==> src/rtl/piso_pkg.sv <==
// PISO shared constants and helpers.
// Default width and the bit-counter width function.
package piso_pkg;

  localparam int PISO_DEF_WIDTH = 4;

  function automatic int piso_cnt_w(input int w);
    return $clog2(w + 1);
  endfunction

endpackage

==> src/rtl/piso_bit_cnt.sv <==
// PISO bit counter: counts the remaining bits of the loaded word.
// The valid flag is high while bits remain.
module piso_bit_cnt
  import piso_pkg::*;
#(
  parameter int WIDTH = PISO_DEF_WIDTH,
  localparam int CW = piso_cnt_w(WIDTH)
) (
  input  logic          clk,
  input  logic          rst_n,
  input  logic          load,
  output logic [CW-1:0] cnt,
  output logic          valid
);

  logic [CW-1:0] r_cnt;

  // Saturates at zero so an idle line never wraps back to valid.
  always_ff @(posedge clk or negedge rst_n) begin
    if (!rst_n) begin
      r_cnt <= '0;
    end else if (load) begin
      r_cnt <= CW'(WIDTH);
    end else if (r_cnt != '0) begin
      r_cnt <= r_cnt - CW'(1);
    end
  end

  assign cnt   = r_cnt;
  assign valid = (r_cnt != '0);

endmodule

==> src/rtl/piso.sv <==
// Parallel-in serial-out shift register, MSB first by default.
// Define PISO_LSB_FIRST_EN for LSB-first shifting.
module piso
  import piso_pkg::*;
#(
  parameter int   WIDTH = PISO_DEF_WIDTH,
  parameter logic FILL  = 1'b0
) (
  input  logic             clk,
  input  logic             rst_n,
  input  logic [WIDTH-1:0] pi,
  input  logic             load,
  output logic             so,
  output logic             so_valid
);

  localparam int CW = piso_cnt_w(WIDTH);

  logic [WIDTH-1:0] r_sreg;
  logic [CW-1:0]    w_unused_cnt;
  logic             w_valid;

  always_ff @(posedge clk or negedge rst_n) begin
    if (!rst_n) begin
      r_sreg <= '0;
    end else if (load) begin
      r_sreg <= pi;
    end else begin
`ifdef PISO_LSB_FIRST_EN
      r_sreg <= {FILL, r_sreg[WIDTH-1:1]};
`else
      r_sreg <= {r_sreg[WIDTH-2:0], FILL};
`endif
    end
  end

`ifdef PISO_LSB_FIRST_EN
  assign so = r_sreg[0];
`else
  assign so = r_sreg[WIDTH-1];
`endif

  piso_bit_cnt #(
    .WIDTH (WIDTH)
  ) u_bit_cnt (
    .clk   (clk),
    .rst_n (rst_n),
    .load  (load),
    .cnt   (w_unused_cnt),
    .valid (w_valid)
  );

  assign so_valid = w_valid;

endmodule

==> config.mk <==
export PLATFORM = sky130hd
export DESIGN_NAME = piso
export DESIGN_NICKNAME = d
export VERILOG_FILES = /design/src/rtl/piso_pkg.sv /design/src/rtl/piso_bit_cnt.sv /design/src/rtl/piso.sv
export SDC_FILE = /design/constraint.sdc
export NUM_CORES = 1
export LEC_CHECK = 0
export BUFFER_PORTS_ARGS = -buffer_cell sky130_fd_sc_hd__buf_4
export CAP_MARGIN = 20
export CORE_AREA = 2 2 39 41
export CTS_BUF_LIST = sky130_fd_sc_hd__clkbuf_16
export DETAILED_ROUTE_END_ITERATION = 10
export DIE_AREA = 0 0 41 43
export PLACE_DENSITY = 0.44
export SLEW_MARGIN = 5
export SYNTH_ARGS = -nofsm -noshare
export SYNTH_HDL_FRONTEND = slang
export SYNTH_HIERARCHICAL = 1
export SYNTH_SLANG_ARGS = --single-unit
==> constraint.sdc <==
create_clock -name clk -period 2.2 [get_ports clk]
set_input_delay 0.55 -clock clk [delete_from_list [all_inputs] [get_ports clk]]
set_output_delay 0.55 -clock clk [all_outputs]
set_load 0.02 [all_outputs]
* After elaboration in Yosys (flattened, before gate mapping)
Index checks and enable logic that the tools add are counted.
** Word-level totals
- Register bits :: 7
- Logic and storage cells :: 8
** Operators by class
- $add $sub $neg :: 1
- Mux-type cells :: 3
- Reductions and logical operators :: 2
** Operators with widths (number)
- $mux 3 :: 2
- $mux 4 :: 1
- $reduce_bool 3->1 :: 1
- $sub 3x1->3 const B :: 1
- $reduce_bool 2->1 :: 1

* Depth between registers and ports, before layout
Gate-level depths: netlist of run 1.
- Depth in word-level cells :: 3
- Mapped depth :: 4
- Mapped depth without buffers :: 4

* Cells and area by module
The synthesis of run 1 kept the hierarchy.
** Modules (own cells, without submodules)
- piso_bit_cnt :: instances 1, cells each 16, area each 177.7 µm², seq. area each 75.1 µm²
- piso :: instances 1, cells each 8, area each 141.4 µm², seq. area each 100.1 µm²

* Worst setup path after synthesis of run 1
OpenSTA, ideal clock, no wires.
- Path kind :: register -> output
- Start :: reg u_bit_cnt.r_cnt[0] (netlist: u_bit_cnt/cnt[0])
- End :: out so_valid
- Data arrival time :: 0.741 ns
- Required time :: 1.650 ns
- Path slack :: 0.909 ns
- Stages on the path, launching flop included :: 4
- Path buffers :: 0
- Cells stage by stage :: dfrtp_1 -> inv_1 -> ha_1 -> nand2b_4
** Between the ends
- Word-level cells in the longest chain between the ends :: 1
** RTL lines
- from (decl) :: RTL line piso_bit_cnt.sv:16 : logic [CW-1:0] r_cnt;
- from (signal assigned) :: RTL line piso_bit_cnt.sv:23 : r_cnt <= CW'(WIDTH);
- from (signal assigned) :: RTL line piso_bit_cnt.sv:25 : r_cnt <= r_cnt - CW'(1);
- $reduce_bool 3->1 :: RTL line piso_bit_cnt.sv:30 : assign valid = (r_cnt != '0);
- to (decl) :: RTL line piso.sv:14 : output logic so_valid
Every way passes these cells.

* Final worst setup path of run 1
Same ends and word-level chain as after synthesis.

==> flow_summary.yaml, run 1 <==
pwr:
  p_leak_nw: 0.2352
  power.total_mw: 0.6199
  worst_ir_drop_vdd_uv: 428.3
  power_density_nw_per_um2: 1297
setup_path:
  slowest_delay_ns: 0.38
  crit_slowest_cell: "dfrtp_1"
  crit_fanout: 3
  crit_family: "flip-flops"
  reg2reg_to: "u_bit_cnt/cnt[0]"
  arrival_ns: 1.18
  crit_buf_inv: 2
  crit_chain: "inv_1 -> ha_1 -> nand2b_4 -> buf_4"
  start_kind: "flip-flop"
  rrSetupSlack_ns: 0.99
  r2r-start: "u_bit_cnt/cnt[0]"
  worst-setup-path-type: "reg2out"
  worstPathRequired_ns: 1.65
  crit_path_end_kind: "output pin"
  r2r.worst_path.cells: 4
global_route:
  grt_use_total_pct: 9.707
  antenna_found_initial: 0
  grt_pass1_wl_um: 979
  grt_pass1_vias: 234
  grt-ovfl-total: 0
  grt_start_max_net_pins: 9
drt:
  wl_met1_um: 216
  topRoutingLayerUsed: "met4"
  drc: 0
  ant_nets: 0
  drt-total-wl_um: 550
  wl_met3_um: 46
  vias_per_cell: 4.096
  drtIter0Drc: 2
  vias: 213
  wl_met2_um: 245
  wl_per_cell_um: 10.58
  dr.pass1.iters: 2
die:
  start_util_pct: 23.06
  fp.dieArea_um2: 1763
  rows: 14
  ioPinCount: 9
  die_w_um: 41
  die_y_um: 43
  coreArea_um2: 1384
clock_network:
  cts_tree: "built"
  clkTransAtPathRegs_ns: 0.04
  holdBufCountCts: 0
  cts.path.max_buffers: 2
  cts.sinks: 7
  cts_root_buf: "clkbuf_16"
  post_cts_resized: 0
  insertion_delay_ns: 0.23
  cts.htree.levels: 1
  cts_setup_buffers: 0
  cts_buffers: 3
run_status:
  status: "complete, no violations"
sta:
  fmax_mhz: 579.3
  rsz0062_at_grt: "false"
  slew_headroom_pct: 88.43
  period_share_pct: 78.47
  setup_viol: 0
  worst_slew_pin_slew_ns: 0.1725
  finalHoldViolCount: 0
  setup_tns_ns: 0
  min_period_ns: 1.726
  final_max_slew_viol_count: 0
  clock_skew_ns: 0.0001739
yosys:
  synth_top_area_share_pct: 54.90
  synth_top_family_by_area: "simple AND/OR/NAND/NOR gates"
  synth_cell_types: 12
  syn_area_um2: 319.1
  yosysMostFrequentCell: "dfrtp_1"
  synthAdderAreaFrac_pct: 7.843
  yosys.area_share.simple_pct: 15.69
  synth.area.top_cells: "dfrtp_1 55%, mux2_2 14%, ha_1 7.8%"
  synthTopCellsByCount: "7 x dfrtp_1, 4 x mux2_2, 2 x ha_1, 2 x inv_1, 2 x nor2_1"
  synth_mux_area_share_pct: 14.12
  yosysTopAreaCell: "dfrtp_1"
  synthCells: 24
  avgSynthCellArea_um2: 13.29
  synth_xor_xnor_area_share_pct: 0
  synthArstFlopShare_pct: 100.0
  yosys_most_used_dff: "dfrtp_1"
  yosysWarnings: 6
  synth.net_count: 33
  ys_ff_latch: 7
  synth_edf_count: 0
  synth_compound_area_share_pct: 5.098
  ys_seq_area_share_pct: 54.90
job:
  cap_violations: 0
placed_design:
  portBuffers: 8
  dp_hpwl_um: 404.5
  numPlacedInstances: 48
  gp_congestion: 0.7120
final_layout:
  multiInputGateArea_um2: 136.4
  insertedDiodeCount: 0
  final_nets: 46
  fillers: 139
  seqCellArea_um2: 175.2
  drive_above_1_share_pct: 47.22
  areaGrowthSynthToFinish_pct: 49.80
  fin_cells: 52
hold_path:
  min_path_type: "in2async"
cells by family (layout without fill, tap and decap cells):
logic type,count (synthesis),in the layout
flip-flops,7,7
adder cells (fa/ha/maj),2,2
AND/OR/NAND/NOR,7,7
buffers and inverters,2,14
AO/OA/AOI/OAI,2,2
multiplexers,4,4
metal layers:
layer / GRT usage, % / vias up
met1: 8.553 / 97
met4: 12.00 / 0
li1: - / 104
met3: 6.283 / 5
met2: 12.50 / 7
met5: 0 / -
layout by cell type, fill, tap and decap left out:
| cell type | netlist | routed |
|---|---|---|
| a211oi_1 | 1 | 1 |
| and2_2 | 1 | 1 |
| nor2_1 | 2 | 2 |
| clkbuf_16 | 0 | 3 |
| mux2_2 | 4 | 4 |
| ha_1 | 2 | 2 |
| buf_4 | 0 | 8 |
| and2b_1 | 1 | 1 |
| nor2b_1 | 1 | 1 |
| dfrtp_1 | 7 | 7 |
| a211o_1 | 1 | 1 |
| nor3b_1 | 1 | 1 |
| nand2b_4 | 1 | 1 |
| inv_1 | 2 | 3 |
where the power goes:
group | total, mW | internal [mW] | leakage (nW) | switching, mW
logic | 0.143 | 0.0761 | 0.108 | 0.0669
registers | 0.174 | 0.157 | 0.0848 | 0.0177
clock network | 0.303 | 0.236 | 0.0423 | 0.0666
total | 0.620 | 0.469 | 0.235 | 0.151
state kept, by name, indices dropped and copies added (netlist names):
name / count
r_sreg: 4
u_bit_cnt/cnt: 3
metrics by stage:
step                      hold slack, ns  util, %  setup slack [ns]  area [um^2]
after CTS                         0.1267    34.54            0.4672        478.0
final                             0.1228    34.54            0.4736        478.0
after detailed placement          0.3685    28.84            0.7167        399.1
after global routing              0.1299    34.54            0.4296        478.0
after floorplan                   0.2544        -            0.9087        319.1
after global placement            0.3666    28.84            0.7680        399.1
layout make-up:
cell class                      count  area share (%)
Inverter                            2           1.571
Timing Repair Buffer                8           12.57
Tap cell                           16           4.188
Clock buffer                        3           15.71
Clock inverter                      1          0.7853
Sequential cell                     7           36.65
Multi-Input combinational cell     15           28.53
worst max-delay path by stage:
stage	from	to	slack (ns)	depth (start not counted)
3_5_place_dp	u_bit_cnt/cnt[0]	so_valid	0.72	4
3_3_place_gp	u_bit_cnt/cnt[0]	so_valid	0.77	4
6_report	u_bit_cnt/cnt[0]	so_valid	0.47	4
5_1_grt	u_bit_cnt/cnt[0]	so_valid	0.43	4
2_1_floorplan	u_bit_cnt/cnt[0]	so_valid	0.91	3
4_1_cts	u_bit_cnt/cnt[0]	so_valid	0.47	4
(Power assumes the default switching activity.)
==> run 2, diff against run 1 <==
- PLACE_DENSITY: 0.44 -> 0.45
- clock period: 2.2 -> 1.5 ns (I/O delays scaled with it)
==> run 2 against run 1 <==
  * Clock power increased by 49%
  * Die area unchanged
  * First-iteration DRC count shrank 50%
  * Setup slack worse by 0.42 ns
  * Power rose by 54%
  * Utilization is 1.6 points higher
  * Via count rose by 6.6%
  * Critical path depth unchanged
  * Flip-flop and latch count did not move
  * Count of clock-buffer cells in the layout unchanged
  * Sequential power is 49% higher
  * Worst hold slack improved by 0.24 ns
  * Largest cell class unchanged
==> flow_summary.yaml, run 2 (synthesis gave the netlist of run 1 again) <==
drt:
  vias: 227
  ant_nets: 0
  drtIter0Drc: 1
  vias_per_cell: 4.283
  drt-total-wl_um: 594
  wl_per_cell_um: 11.21
  dr.pass1.iters: 2
  drc: 0
die:
  die_w_um: 41
  ioPinCount: 9
  coreArea_um2: 1384
  fp.dieArea_um2: 1763
  rows: 14
  start_util_pct: 23.06
  die_y_um: 43
clock_network:
  cts.htree.levels: 1
  cts_setup_buffers: 0
  cts_buffers: 3
  clkTransAtPathRegs_ns: 0.04
  cts_root_buf: "clkbuf_16"
  cts.sinks: 7
  cts_tree: "built"
  cts.path.max_buffers: 2
  insertion_delay_ns: 0.23
pwr:
  worst_ir_drop_vdd_uv: 761.0
  power_density_nw_per_um2: 1908
  p_leak_nw: 0.2391
setup_path:
  worstPathRequired_ns: 1.12
  startpoint: "u_bit_cnt/cnt[0]"
  crit_buf_inv: 2
  crit_family: "flip-flops"
  slowest_delay_ns: 0.39
  crit_path_end_kind: "output pin"
  arrival_ns: 1.07
  worst-setup-path-type: "reg2out"
  start_kind: "flip-flop"
  crit_fanout: 3
  crit_slowest_cell: "dfrtp_1"
  r2r-start: "u_bit_cnt/cnt[0]"
  crit_chain: "inv_2 -> ha_4 -> nand2b_4 -> buf_4"
hold_path:
  min_path_type: "in2reg"
  hp-start: "pi[0]"
final_layout:
  fillers: 143
  final_nets: 47
  final_common_cell: "buf_4"
  insertedDiodeCount: 0
  largest_register: "r_sreg"
  drive_above_1_share_pct: 54.05
  areaGrowthSynthToFinish_pct: 56.86
  largest_reg_flops: 4
  final_cell_mix: "8 x buf_4, 7 x dfrtp_1, 4 x mux2_2, 3 x clkbuf_16"
sta:
  setup_tns_ns: 0
  worst_slew_pin_slew_ns: 0.1867
  clock_skew_ns: 0.002475
  fmax_mhz: 690.9
  final_max_slew_viol_count: 0
  rsz0062_at_grt: "false"
  slew_headroom_pct: 87.48
  min_period_ns: 1.447
  setup_viol: 0
  hold_ws_ns: 0.3648
  finalHoldViolCount: 0
  period_share_pct: 96.49
placed_design:
  gp_congestion: 0.7041
  dp_hpwl_um: 409.5
  portBuffers: 8
global_route:
  grt_pass1_wl_mm: 1.131
  antenna_found_initial: 0
  grt-ovfl-total: 0
  grt_use_total_pct: 10.44
  grt_start_max_net_pins: 9
  grt_pass1_vias: 267
job:
  cap_violations: 0
run_status:
  status: "complete, no violations"
## run 2: changes by cell type in the layout (fill, tap and decap cells not counted)
cell / before / now
ha_1: 2 / 1
inv_1: 3 / 1
inv_2: 0 / 2
ha_4: 0 / 1
dlygate4sd3_1: 0 / 1
## run 2: where the power goes
part | switching [mW] | internal [mW]
sequential | 0.0290 | 0.230
combinational | 0.110 | 0.136
clock | 0.104 | 0.347
total | 0.242 | 0.713
## run 2: what timing repair did
action / in CTS / in global routing
setup endpoints to repair: 1 / 1
pin swaps: 0 / 0
resized for setup: 2 / 2
hold buffers: 1 / 0
hold endpoints to repair: 7 / 0
## run 2: worst register-to-register path: stages (launching register included)
cell      delay, ns
dfrtp_1        0.36
inv_2          0.06
ha_4           0.17
nand2b_4       0.07
mux2_2         0.33
## run 2: cell type report
type | instances | area (um^2) | area share, %
Clock buffer | 3 | 75.07 | 15.00
Clock inverter | 1 | 3.754 | 0.7500
Inverter | 2 | 7.507 | 1.500
Multi-Input combinational cell | 15 | 148.9 | 29.75
Sequential cell | 7 | 175.2 | 35.00
Tap cell | 16 | 20.02 | 4.000
Timing Repair Buffer | 9 | 70.07 | 14.00
## run 2: path summary, 6_finish.rpt
check,cells past startpoint,to,slack (ns)
worst max-delay path,4,so_valid,0.05
max in group asynchronous,2,r_sreg[2],0.88
worst max register to register,4,u_bit_cnt/cnt[0],0.39
worst min-delay path,2,r_sreg[0],0.36
worst min register to register,1,r_sreg[3],0.47
min in group asynchronous,2,r_sreg[3],0.50
## run 2: routing by layer
metal	share of wire, %	wire (um)	vias to the layer above	track usage (%)
li1	-	-	107	-
met2	53	314	6	15.00
met1	39	234	110	11.26
met4	4.2	25	0	10.00
met3	3.4	20	4	3.141
met5	0	0	-	0
## run 2: stage by stage
step	power (mW)	util [%]	setup WS (ns)	instance area, um^2	cells
detailed placement	0.4690	28.84	0.2189	399.1	48
global placement	0.4533	28.84	0.2361	399.1	48
global route	1.011	36.17	0.01024	500.5	53
floorplan	0.4052	-	0.3105	319.1	24
CTS	0.9572	36.17	0.008710	500.5	53
finish	0.9548	36.17	0.05261	500.5	53
==> run 3, diff against run 2 <==
--- a/config.mk
+++ b/config.mk
@@ -6,4 +6,5 @@
 export NUM_CORES = 1
 export LEC_CHECK = 0
+export ABC_AREA = 1
 export BUFFER_PORTS_ARGS = -buffer_cell sky130_fd_sc_hd__buf_4
 export CAP_MARGIN = 20
@@ -12,5 +13,4 @@
 export DETAILED_ROUTE_END_ITERATION = 10
 export DIE_AREA = 0 0 41 43
-export PLACE_DENSITY = 0.45
 export SLEW_MARGIN = 5
 export SYNTH_ARGS = -nofsm -noshare
==> constraint.sdc (replaced) <==
create_clock -name clk -period 1.5 [get_ports clk]
set_input_delay 0.075 -clock clk [delete_from_list [all_inputs] [get_ports clk]]
set_output_delay 0.075 -clock clk [all_outputs]
set_load 0.02 [all_outputs]
==> run 3 against run 2 <==
  * Count of clock-buffer cells in the layout unchanged
  * First-iteration DRC count grew to 6.0 times the previous value
  * Via count grew 18%
  * Largest power group unchanged
  * Synthesized cell count increased by 58%
  * Die area unchanged
==> flow_summary.yaml, run 3 <==
global_route:
  grt_pass1_vias: 238
  grt_pass1_wl_mm: 1.000
  grt_use_met2_pct: 12.19
  global_route.usage.met1_pct: 10.78
  grt_start_max_net_pins: 8
  grt-ovfl-total: 0
  antenna_found_initial: 0
  grt_use_total_pct: 8.779
  gr-max-usage-layer: "met2"
  gr-usage-met3_pct: 6.283
clock_network:
  cts_setup_buffers: 0
  cts_buffers: 3
  cts.htree.levels: 1
  cts_tree: "built"
  holdBufCountCts: 1
  post_cts_resized: 0
  cts.path.max_buffers: 2
  clkTransAtPathRegs_ns: 0.04
  insertion_delay_ns: 0.23
  cts_root_buf: "clkbuf_16"
  cts.sinks: 7
setup_path:
  rrSetupSlack_ns: 0.47
  worstPathRequired_ns: 1.42
  reg2reg_to: "u_bit_cnt/cnt[1]"
  start_kind: "flip-flop"
  slowest_delay_ns: 0.38
  crit_fanout: 4
  crit_family: "flip-flops"
  crit_buf_inv: 2
  arrival_ns: 1.17
  r2r.worst_path.cells: 5
  worst-setup-path-type: "reg2out"
  r2r-start: "u_bit_cnt/cnt[0]"
  crit_path_end_kind: "output pin"
  crit_chain: "inv_1 -> ha_1 -> nand2_2 -> buf_4"
  crit_slowest_cell: "dfrtp_1"
sta:
  finalHoldViolCount: 0
  period_share_pct: 82.85
  hold_ws_ns: 0.03421
  fmax_mhz: 804.7
  slew_headroom_pct: 90.07
  min_period_ns: 1.243
  setup_viol: 0
  rsz0062_at_grt: "false"
  final_max_slew_viol_count: 0
  worst_slew_pin_slew_ns: 0.1490
  clock_skew_ns: 0.0002400
  setup_tns_ns: 0
yosys:
  synthTopCellsByCount: "14 x nand2_1, 7 x dfrtp_1, 5 x inv_1, 3 x nor2_1"
  yosysWarnings: 6
  yosys_most_used_dff: "dfrtp_1"
  synth_edf_count: 0
  yosysMostFrequentCell: "nand2_1"
  avgSynthCellArea_um2: 8.396
  ys_ff_latch: 7
  ys_seq_area_share_pct: 54.90
  synth.area.top_cells: "dfrtp_1 55%, nand2_1 16%, ha_1 7.8%"
  synth_top_area_share_pct: 54.90
  synth_cell_types: 9
  synth.net_count: 47
  yosysTopAreaCell: "dfrtp_1"
  synthCells: 38
  syn_area_um2: 319.1
  synthArstFlopShare_pct: 100.0
drt:
  dr.pass1.iters: 4
  ant_nets: 0
  drt-total-wl_um: 571
  drc: 0
  drtIter0Drc: 6
  vias: 268
  wl_per_cell_um: 8.522
  vias_per_cell: 4.000
die:
  rows: 14
  die_w_um: 41
  fp.dieArea_um2: 1763
  die_y_um: 43
  ioPinCount: 9
  coreArea_um2: 1384
  start_util_pct: 23.06
pwr:
  p_leak_nw: 0.2733
  worst_ir_drop_vdd_uv: 661.1
  power_density_nw_per_um2: 1847
final_layout:
  insertedDiodeCount: 0
  drive_above_1_share_pct: 27.45
  largest_reg_flops: 4
  areaGrowthSynthToFinish_pct: 52.94
  largest_register: "r_sreg"
  final_cell_mix: "14 x nand2_1, 8 x buf_4, 7 x dfrtp_1, 6 x inv_1"
  final_nets: 61
  final_common_cell: "nand2_1"
hold_path:
  worstHoldPathCells: 3
  whs_endpoint: "r_sreg[0]"
  min_path_type: "in2reg"
  hp-start: "pi[0]"
placed_design:
  dp_hpwl_um: 423.2
  portBuffers: 8
  gp_congestion: 0.6701
job:
  cap_violations: 0
run_status:
  status: "complete, no violations"
-- run 3: cell types whose count changed after synthesis, sizes merged --
cell,delta
a211o,-1
nand4,+2
nor3b,-1
nor2,+1
nand2,+15
nand3,+2
nor2b,-1
nand2b,-1
inv,+5
and2b,-1
mux2,-4
and2,-1
a211oi,-1
-- run 3: worst max-delay path by stage --
stage | start | end | slack [ns] | depth (start not counted)
after floorplan | u_bit_cnt/cnt[0] | u_bit_cnt/cnt[1] | 0.48 | 5
after global placement | u_bit_cnt/cnt[0] | u_bit_cnt/cnt[1] | 0.50 | 5
after detailed placement | u_bit_cnt/cnt[0] | u_bit_cnt/cnt[1] | 0.48 | 5
after CTS | u_bit_cnt/cnt[0] | so_valid | 0.26 | 4
after global routing | u_bit_cnt/cnt[0] | so_valid | 0.15 | 4
final | u_bit_cnt/cnt[0] | so_valid | 0.26 | 4
-- run 3: kinds of logic (layout without fill, tap and decap cells) --
| group | count (synthesis) | count (layout) | synth area share [%] |
|---|---|---|---|
| and+or+nand+nor | 22 | 22 | 29.02 |
| DFF | 7 | 7 | 54.90 |
| buffers and inverters | 7 | 20 | 8.237 |
| adders and majority gates | 2 | 2 | 7.842 |
-- run 3: worst min-delay path, cell delays in order --
cell,delay (ns)
buf_4,0.08
nand2_1,0.04
inv_1,0.04
-- run 3: area by class of cell --
class / count / area, um^2
inverter: 7 / 26.28
multi-input combinational: 24 / 117.6
timing repair buffer: 9 / 70.07
clock inverter: 1 / 3.754
sequential: 7 / 175.2
fill: 145 / 895.9
clock buffer: 3 / 75.07
tap: 16 / 20.02
-- run 3: power by group --
group	leakage, nW	internal (mW)	total (mW)	switching (mW)
Combinational	0.145	0.0856	0.208	0.122
Sequential	0.0858	0.229	0.251	0.0221
Clock	0.0423	0.346	0.442	0.0957
-- run 3: per-layer routing --
layer,part of all wire [%],up-vias
met4,0,0
li1,-,139
met5,0,-
met1,47,118
met2,44,11
met3,8.2,0
-- run 3: stage by stage --
stage / area [um^2] / total power, mW / setup slack (ns) / instances / util, %
2_1_floorplan: 319.1 / 0.3969 / 0.4799 / 38 / -
3_3_place_gp: 399.1 / 0.4555 / 0.5005 / 62 / 28.84
3_5_place_dp: 399.1 / 0.4605 / 0.4838 / 62 / 28.84
4_1_cts: 488.0 / 0.9105 / 0.2593 / 67 / 35.26
5_1_grt: 488.0 / 0.9666 / 0.1509 / 67 / 35.26
6_report: 488.0 / 0.9014 / 0.2573 / 67 / 35.26
